## config.mk

```make
export PLATFORM = sky130hd
export DESIGN_NAME = d_sram_like_bridge
export DESIGN_NICKNAME = d
export VERILOG_FILES = /design/src/rtl/d_sram_like_bridge.sv
export SDC_FILE = /design/constraint.sdc
export NUM_CORES = 1
export LEC_CHECK = 0
export ABC_AREA = 1
export CELL_PAD_IN_SITES_DETAIL_PLACEMENT = 0
export CELL_PAD_IN_SITES_GLOBAL_PLACEMENT = 1
export CORE_MARGIN = 2
export CORE_UTILIZATION = 35
export CTS_CLUSTER_DIAMETER = 150
export DETAILED_ROUTE_END_ITERATION = 12
export GPL_TIMING_DRIVEN = 0
export PLACE_DENSITY_LB_ADDON = 0.1
export SYNTH_ARGS = -nofsm -noshare
export SYNTH_HDL_FRONTEND = slang
export SYNTH_SLANG_ARGS = --single-unit
export TNS_END_PERCENT = 5
```

## constraint.sdc

```tcl
create_clock -name clk -period 4.6 [get_ports clk]
set_clock_uncertainty 0.2 [all_clocks]
set_input_delay 0.69 -clock clk [delete_from_list [all_inputs] [get_ports clk]]
set_output_delay 0.69 -clock clk [all_outputs]
set_load 0.01 [all_outputs]
```

## src/rtl/d_sram_like_bridge.sv

```systemverilog
// Bridges the datapath memory-stage access onto an sram-like data bus, holding the pipeline until the access completes.
// Latency: at least 2 cycles (addr_ok in the issue cycle, data_ok the next); read data is on cpu_rdata once cpu_stall falls.
// Backpressure: data_req and its fields are held until data_addr_ok; cpu_stall stays high until data_data_ok; DONE waits out longest_stall.
//
// Ports:
//   clk, resetn                        clock, asynchronous active-low reset
//   cpu_en/cpu_wen/cpu_addr/cpu_wdata  datapath access (cpu_wen == 0 means read)
//   cpu_rdata, cpu_stall               read buffer and pipeline stall back to the datapath
//   longest_stall                      global pipeline stall; keeps the bridge in DONE
//   data_req/data_wr/data_size/data_addr/data_wdata   sram-like request
//   data_addr_ok/data_data_ok/data_rdata               sram-like acknowledges and read data
//
// Optional feature: define DBRIDGE_ADDR_MAP_EN to fold kseg0/kseg1 (0x8000_0000-0xBFFF_FFFF)
// onto physical addresses by masking with 0x1FFF_FFFF.
module d_sram_like_bridge (
    input  logic        clk,
    input  logic        resetn,
    input  logic        cpu_en,
    input  logic [3:0]  cpu_wen,
    input  logic [31:0] cpu_addr,
    input  logic [31:0] cpu_wdata,
    output logic [31:0] cpu_rdata,
    output logic        cpu_stall,
    input  logic        longest_stall,
    output logic        data_req,
    output logic        data_wr,
    output logic [1:0]  data_size,
    output logic [31:0] data_addr,
    output logic [31:0] data_wdata,
    input  logic        data_addr_ok,
    input  logic        data_data_ok,
    input  logic [31:0] data_rdata
);

    typedef enum logic [1:0] {IDLE, ADDR, DATA, DONE} stateT;

    stateT       state;
    logic [3:0]  wenQ;
    logic [31:0] addrQ;
    logic [31:0] wdataQ;
    logic [31:0] rdataBuf;

    logic        issue;
    logic        showReq;
    logic [3:0]  reqWen;
    logic [31:0] reqAddr;
    logic [31:0] reqWdata;
    logic [31:0] physAddr;
    logic [1:0]  reqSize;

    // The issue cycle is combinational: the request goes out in the same cycle cpu_en
    // is seen, so its fields come straight from the datapath. Gating with resetn keeps
    // every output quiet while reset is held, even if cpu_en is high.
    assign issue   = resetn && (state == IDLE) && cpu_en;
    assign showReq = issue || (state != IDLE);

    // After the issue cycle the latched copy is used, so the fields stay stable while
    // the slave withholds addr_ok even though the datapath inputs may change.
    assign reqWen   = issue ? cpu_wen   : wenQ;
    assign reqAddr  = issue ? cpu_addr  : addrQ;
    assign reqWdata = issue ? cpu_wdata : wdataQ;

    // Only the two aligned halfword masks are halfwords; any other multi-byte mask,
    // legal or not, goes out as a word. Reads are always full words.
    always_comb begin
        case (reqWen)
            4'b0001, 4'b0010, 4'b0100, 4'b1000: reqSize = 2'd0;
            4'b0011, 4'b1100:                   reqSize = 2'd1;
            default:                            reqSize = 2'd2;
        endcase
    end

    always_comb begin
        physAddr = reqAddr;
`ifdef DBRIDGE_ADDR_MAP_EN
        if (reqAddr[31:30] == 2'b10) begin
            physAddr = reqAddr & 32'h1FFF_FFFF;
        end
`endif
        if (reqWen == 4'b0000) begin
            physAddr[1:0] = 2'b00;
        end
    end

    assign data_req   = issue || (state == ADDR);
    assign cpu_stall  = issue || (state == ADDR) || (state == DATA);
    assign data_wr    = showReq && (|reqWen);
    assign data_size  = showReq ? reqSize  : 2'b00;
    assign data_addr  = showReq ? physAddr : 32'h0;
    assign data_wdata = showReq ? reqWdata : 32'h0;
    assign cpu_rdata  = rdataBuf;

    always_ff @(posedge clk or negedge resetn) begin
        if (!resetn) begin
            state    <= IDLE;
            wenQ     <= 4'h0;
            addrQ    <= 32'h0;
            wdataQ   <= 32'h0;
            rdataBuf <= 32'h0;
        end else begin
            case (state)
                IDLE: begin
                    if (cpu_en) begin
                        wenQ   <= cpu_wen;
                        addrQ  <= cpu_addr;
                        wdataQ <= cpu_wdata;
                        state  <= data_addr_ok ? DATA : ADDR;
                    end
                end
                // The request is committed once issued; cpu_en falling does not cancel it.
                ADDR: begin
                    if (data_addr_ok) begin
                        state <= DATA;
                    end
                end
                // data_data_ok only counts here, which also keeps it from ever being
                // taken in the same cycle as the address handshake.
                DATA: begin
                    if (data_data_ok) begin
                        if (wenQ == 4'b0000) begin
                            rdataBuf <= data_rdata;
                        end
                        state <= DONE;
                    end
                end
                // Hold off a new request until the pipeline has actually advanced,
                // otherwise the same stalled instruction would be issued twice.
                DONE: begin
                    if (!longest_stall) begin
                        state <= IDLE;
                    end
                end
                default: state <= IDLE;
            endcase
        end
    end

endmodule
```

# [Word level (Yosys, flattened, before mapping)]
# Cells that the tools add are included.
[op_classes] eq_ne=13 n_mux=14 n_reduce_logical=16
[op_table] operator="two-way mux 32 bit" n=4
[op_table] operator="two-way mux 2 bit" n=7
[op_table] operator="== test 4 x 2 -> 1 bit, second input constant" n=2
[op_table] operator="== test 4 bit, second input constant" n=2
[op_table] operator="zero test 4 bit" n=2
[op_table] operator="!= test 2 bit, second input constant" n=4
[op_table] operator="one-hot mux 2 bit (4 select lines)" n=1
[op_table] operator="OR reduction 4 bit" n=2
[op_table] operator="== test 2 bit, second input constant" n=2
[op_table] operator="== test 4 x 1 -> 1 bit, second input constant" n=1
[op_table] operator="== test 4 x 3 -> 1 bit, second input constant" n=1
[op_table] operator="two-way mux 4 bit" n=1
[op_table] operator="one-hot mux 2 bit (2 select lines)" n=1
[op_table] operator="AND reduction 4 bit" n=1
[op_table] operator="logical AND 1 bit" n=3
[op_table] operator="logical OR 1 bit" n=3
[op_table] operator="AND reduction 3 bit" n=1
[op_table] operator="== test 2 x 1 -> 1 bit, second input constant" n=1
[op_table] operator="zero test 2 bit" n=1
[op_table] operator="AND reduction 2 bit" n=1
[op_table] operator="nonzero test 2 bit" n=1
[op_table] operator="OR reduction 2 bit" n=1
[totals] ff_bits=102 in_bits=106 output_inout_bits=101 elab_cells=48

# [Depth between registers and ports, before layout]
[depth] ltp_word=8 mapped_depth=11 mapped_depth_nobuf=10

# [Worst setup path after synthesis]
# Ideal clock, no wire load.
[synth_path] path_type="input -> output" start="in resetn" end="out data_size[1]" arrival_time_ns=1.505 required_ns=3.710 path_slack_ns=2.205 cell_stages=8 n_path_buf=2 cell_sequence="buf_4 > nand3_4 > buf_6 > nand2_1 > nand2_1 > nand2_1 > nand2_1 > a21oi_1"
[synth_via] elab_chain_len=7 elab_cells_between_ends=14 classes_between="eq/ne (6); mux (3); reduce/logical (5)"
[synth_lines] element="from (decl)" line="17" source="input logic resetn,"
[synth_lines] element="logical AND 1 bit * (2 in series)" line="54" source="assign issue = resetn && (state == IDLE) && cpu_en;"
[synth_lines] element="two-way mux 4 bit" line="59" source="assign reqWen = issue ? cpu_wen : wenQ;"
[synth_lines] element="== test 4 x 1 -> 1 bit (tied with other cells)" line="66" source="case (reqWen)"
[synth_lines] element="OR reduction 4 bit or OR reduction 2 bit (tied branches)" line="66"
[synth_lines] element="one-hot mux 2 bit (2 select lines)" line="66"
[synth_lines] element="two-way mux 2 bit *" line="88" source="assign data_size = showReq ? reqSize : 2'b00;"
[synth_lines] element="to (decl)" line="27" source="output logic [1:0] data_size,"
# Mark *: on every way between the ends. The rest lies on a longest branch, timed or not.

# [Worst setup path in the final report]
[layout_path] start="in resetn" end="out data_addr[15]"
[layout_via] elab_chain_len=4 elab_cells_between_ends=5 classes_between="mux (2); reduce/logical (3)"
[layout_lines] element="logical AND 1 bit * (2 in series)" line="54"
[layout_lines] element="two-way mux 32 bit or logical OR 1 bit (tied branches)" line="60, 55"
[layout_lines] element="two-way mux 32 bit *" line="89" source="assign data_addr = showReq ? physAddr : 32'h0;"
[layout_lines] element="to (decl)" line="28" source="output logic [31:0] data_addr,"
# Marks and branches as above.

==> run metrics <==
number of top-level design ports 207; buffer cell driving the clock tree root sky130_fd_sc_hd__clkbuf_16; post-synthesis sequential area ratio 45.4%; Pins Over Slew Limit 0; later-pin clock latency in the skew report 0.35 ns; number of antenna violations at the first check in global routing 0; CP max FO 55; placed insts 1066; placed instance area 7980 um2; layout cells sized above 1 13.5%; Most used DFF post-synth sky130_fd_sc_hd__dfrtp_1; Leak 4.38 nW; number of failing setup endpoints in the final timing report 0; first-pass GRT wire length 24.1 mm; post-synthesis sequential element count 102; class of the tightest hold or removal check primary input to asynchronous set/reset pin; total of hold buffers inserted after clock tree synthesis 0; CP Data Arrival Time 3.12 ns; status finished, final reports clean; total detailed-routing wirelength 15.1 mm; # fillers 1512; total power consumption of the routed design 5.74 mW; Final Hold Vio Count 0; Worst Setup Start Kind primary input; Final Core Density 52.2%; commonest non-fill, non-tap cell in the layout sky130_fd_sc_hd__clkdlybuf4s50_1; register-to-register setup slack 2.68 ns; Worst setup endpoint data_addr[15]; Crit. End Element output port; category of the most critical setup path primary input to output port; RSZ-0062 raised after global routing no; CTS tree built; wire length per cell 13.9 um; CTS clk-pin slew, worst paths 0.07 ns; pin count of the biggest net entering global routing 56; post-detailed-placement half-perimeter wirelength 11.3 mm; number of buffers inserted during clock tree synthesis 9; Avg Synthesized Cell Area 8.74 um2; die width 131 um; highest ir drop seen on vdd 268 uV; Synthesized Nets 755; Post-Syn Area 5630 um2; launching point of the worst reg2reg path state[0]; number of standard cells in the layout, taps in and fillers out 1082; worst slew margin relative to its limit 55.7%; minimum clock period after layout 4.01 ns; data required time of the critical path 3.71 ns; number of nets at the end of the flow 972; antenna fix cells 0; per-cell via count in the routed design 4.48; number of distinct library cells after synthesis 27; post-route fraction of the period consumed by the critical path 87.2%; final setup TNS 0 ns; most used cells in the layout excluding fill and tap cells 204 x sky130_fd_sc_hd__clkdlybuf4s50_1, 195 x sky130_fd_sc_hd__nand2_1, 112 x sky130_fd_sc_hd__inv_1; count of mapped cells out of synthesis 644; Routed Antenna Nets 0; power per cell area 695 nW/um2; num rows 46; DRC viols 0; number of instances resized during post-cts repair 0; standard cell core area 15800 um2; Die Y 131 um; Warnings, synthesis 0; Area growth, synth to finish 46.7%; count of routing violations after the opening detailed-route iteration 238; H-tree levels 3; worst reg2reg endpoint addrQ[28]; buffer levels on the longest clock path 2; first drt pass iteration count 4; Die Footprint 17100 um2; transition time at the pin with the least slew margin 0.665 ns; detailed-route via count 4844; initial standard-cell utilization of the core 35.6%; global placer's final weighted congestion 0.752; final instance area 8260 um2; max-cap violation count 0; setup repair bufs after CTS 0; vias in the first global route 4718; number of clock sinks 102; number of synthesized flops with an enable pin 0; Total Routing Usage GR 18.0%; depth of the worst register-to-register path 7; Remaining Overflow, GRT 0; Fmax achieved 249 MHz; number of port buffers 205; fraction of registers with async set/reset 100%; worst setup path startpoint resetn
==> Yosys cell counts, types with 4 or more instances <==
master                     count  share of area [%]
sky130_fd_sc_hd__buf_2        17                1.5
sky130_fd_sc_hd__nand2_1     195                 13
sky130_fd_sc_hd__o21ai_0      74                6.6
sky130_fd_sc_hd__o21ai_1      33                2.9
sky130_fd_sc_hd__buf_12        5                1.8
sky130_fd_sc_hd__clkbuf_1      7               0.47
sky130_fd_sc_hd__inv_1       112                7.5
sky130_fd_sc_hd__dfrtp_1     102                 45
sky130_fd_sc_hd__nor2_1        7               0.47
sky130_fd_sc_hd__ha_1          5                1.1
sky130_fd_sc_hd__buf_6         4               0.80
sky130_fd_sc_hd__mux2_4       48                 13
sky130_fd_sc_hd__mux2_2       14                2.8
sky130_fd_sc_hd__nand4_1       6               0.67
==> area by class of cell <==
class                           count  area, um2  area share, %
Sequential cell                   102       2550           30.9
Multi-Input combinational cell    391       2360           28.5
Timing Repair Buffer              206       2080           25.2
Inverter                          114        428           5.18
Buffer                             37        292           3.53
Tap cell                          216        270           3.27
Clock buffer                       10        239           2.89
Clock inverter                      6       43.8          0.530
==> power breakdown <==
part,internal [mW],leakage [nW],switching (mW)
Clock,0.385,0.139,0.354
Combinational,1.90,3.01,1.49
Sequential,1.35,1.23,0.258
==> worst max-delay path, stage by stage <==
cell,delay (ns)
sky130_fd_sc_hd__buf_4,0.51
sky130_fd_sc_hd__buf_16,0.33
sky130_fd_sc_hd__buf_4,0.23
sky130_fd_sc_hd__nand3_4,0.13
sky130_fd_sc_hd__buf_6,0.18
sky130_fd_sc_hd__clkbuf_1,0.21
sky130_fd_sc_hd__o21ai_0,0.22
sky130_fd_sc_hd__inv_1,0.07
sky130_fd_sc_hd__clkdlybuf4s50_1,0.48
==> flip-flops by register name, summed over array words and instances (netlist names) <==
name,cells
addrQ,32
cpu_rdata,32
state,2
wdataQ,32
wenQ,4
==> worst min-delay path by stage <==
stage	endpoint	slack, ns	cells after the start
detailed placement	addrQ[0]	0.27	2
finish	addrQ[22]	0.16	1
global placement	addrQ[0]	0.27	2
global route	addrQ[22]	0.20	1
CTS	addrQ[22]	0.19	1
floorplan	addrQ[0]	0.19	0
==> cells by family (layout without fill, tap and decap cells) <==
logic type / Yosys count / count (layout) / share of synthesized area [%]
compound gates: 110 / 110 / 9.85
fa+ha+maj: 5 / 5 / 1.11
buf+inv: 151 / 373 / 12.8
flops: 102 / 102 / 45.4
mux: 62 / 62 / 15.6
simple gates: 214 / 214 / 15.3
==> metal layers <==
layer | vias to the layer above | track usage [%] | routed length [um]
met3 | 15 | 5.33 | 995
met5 | - | 0 | 0
li1 | 2428 | - | -
met2 | 146 | 29.9 | 7250
met4 | 0 | 4.88 | 213
met1 | 2255 | 23.0 | 6610
==> through the flow <==
| stage | hold WS, ns | worst slack (ns) |
|---|---|---|
| final | 0.162 | 0.587 |
| after floorplan | 0.194 | 2.21 |
| after CTS | 0.188 | 0.487 |
| after detailed placement | 0.275 | 0.491 |
| after global routing | 0.204 | 0.284 |
| after global placement | 0.268 | -2.89 |
No activity file was read; power rests on OpenSTA's default activity.
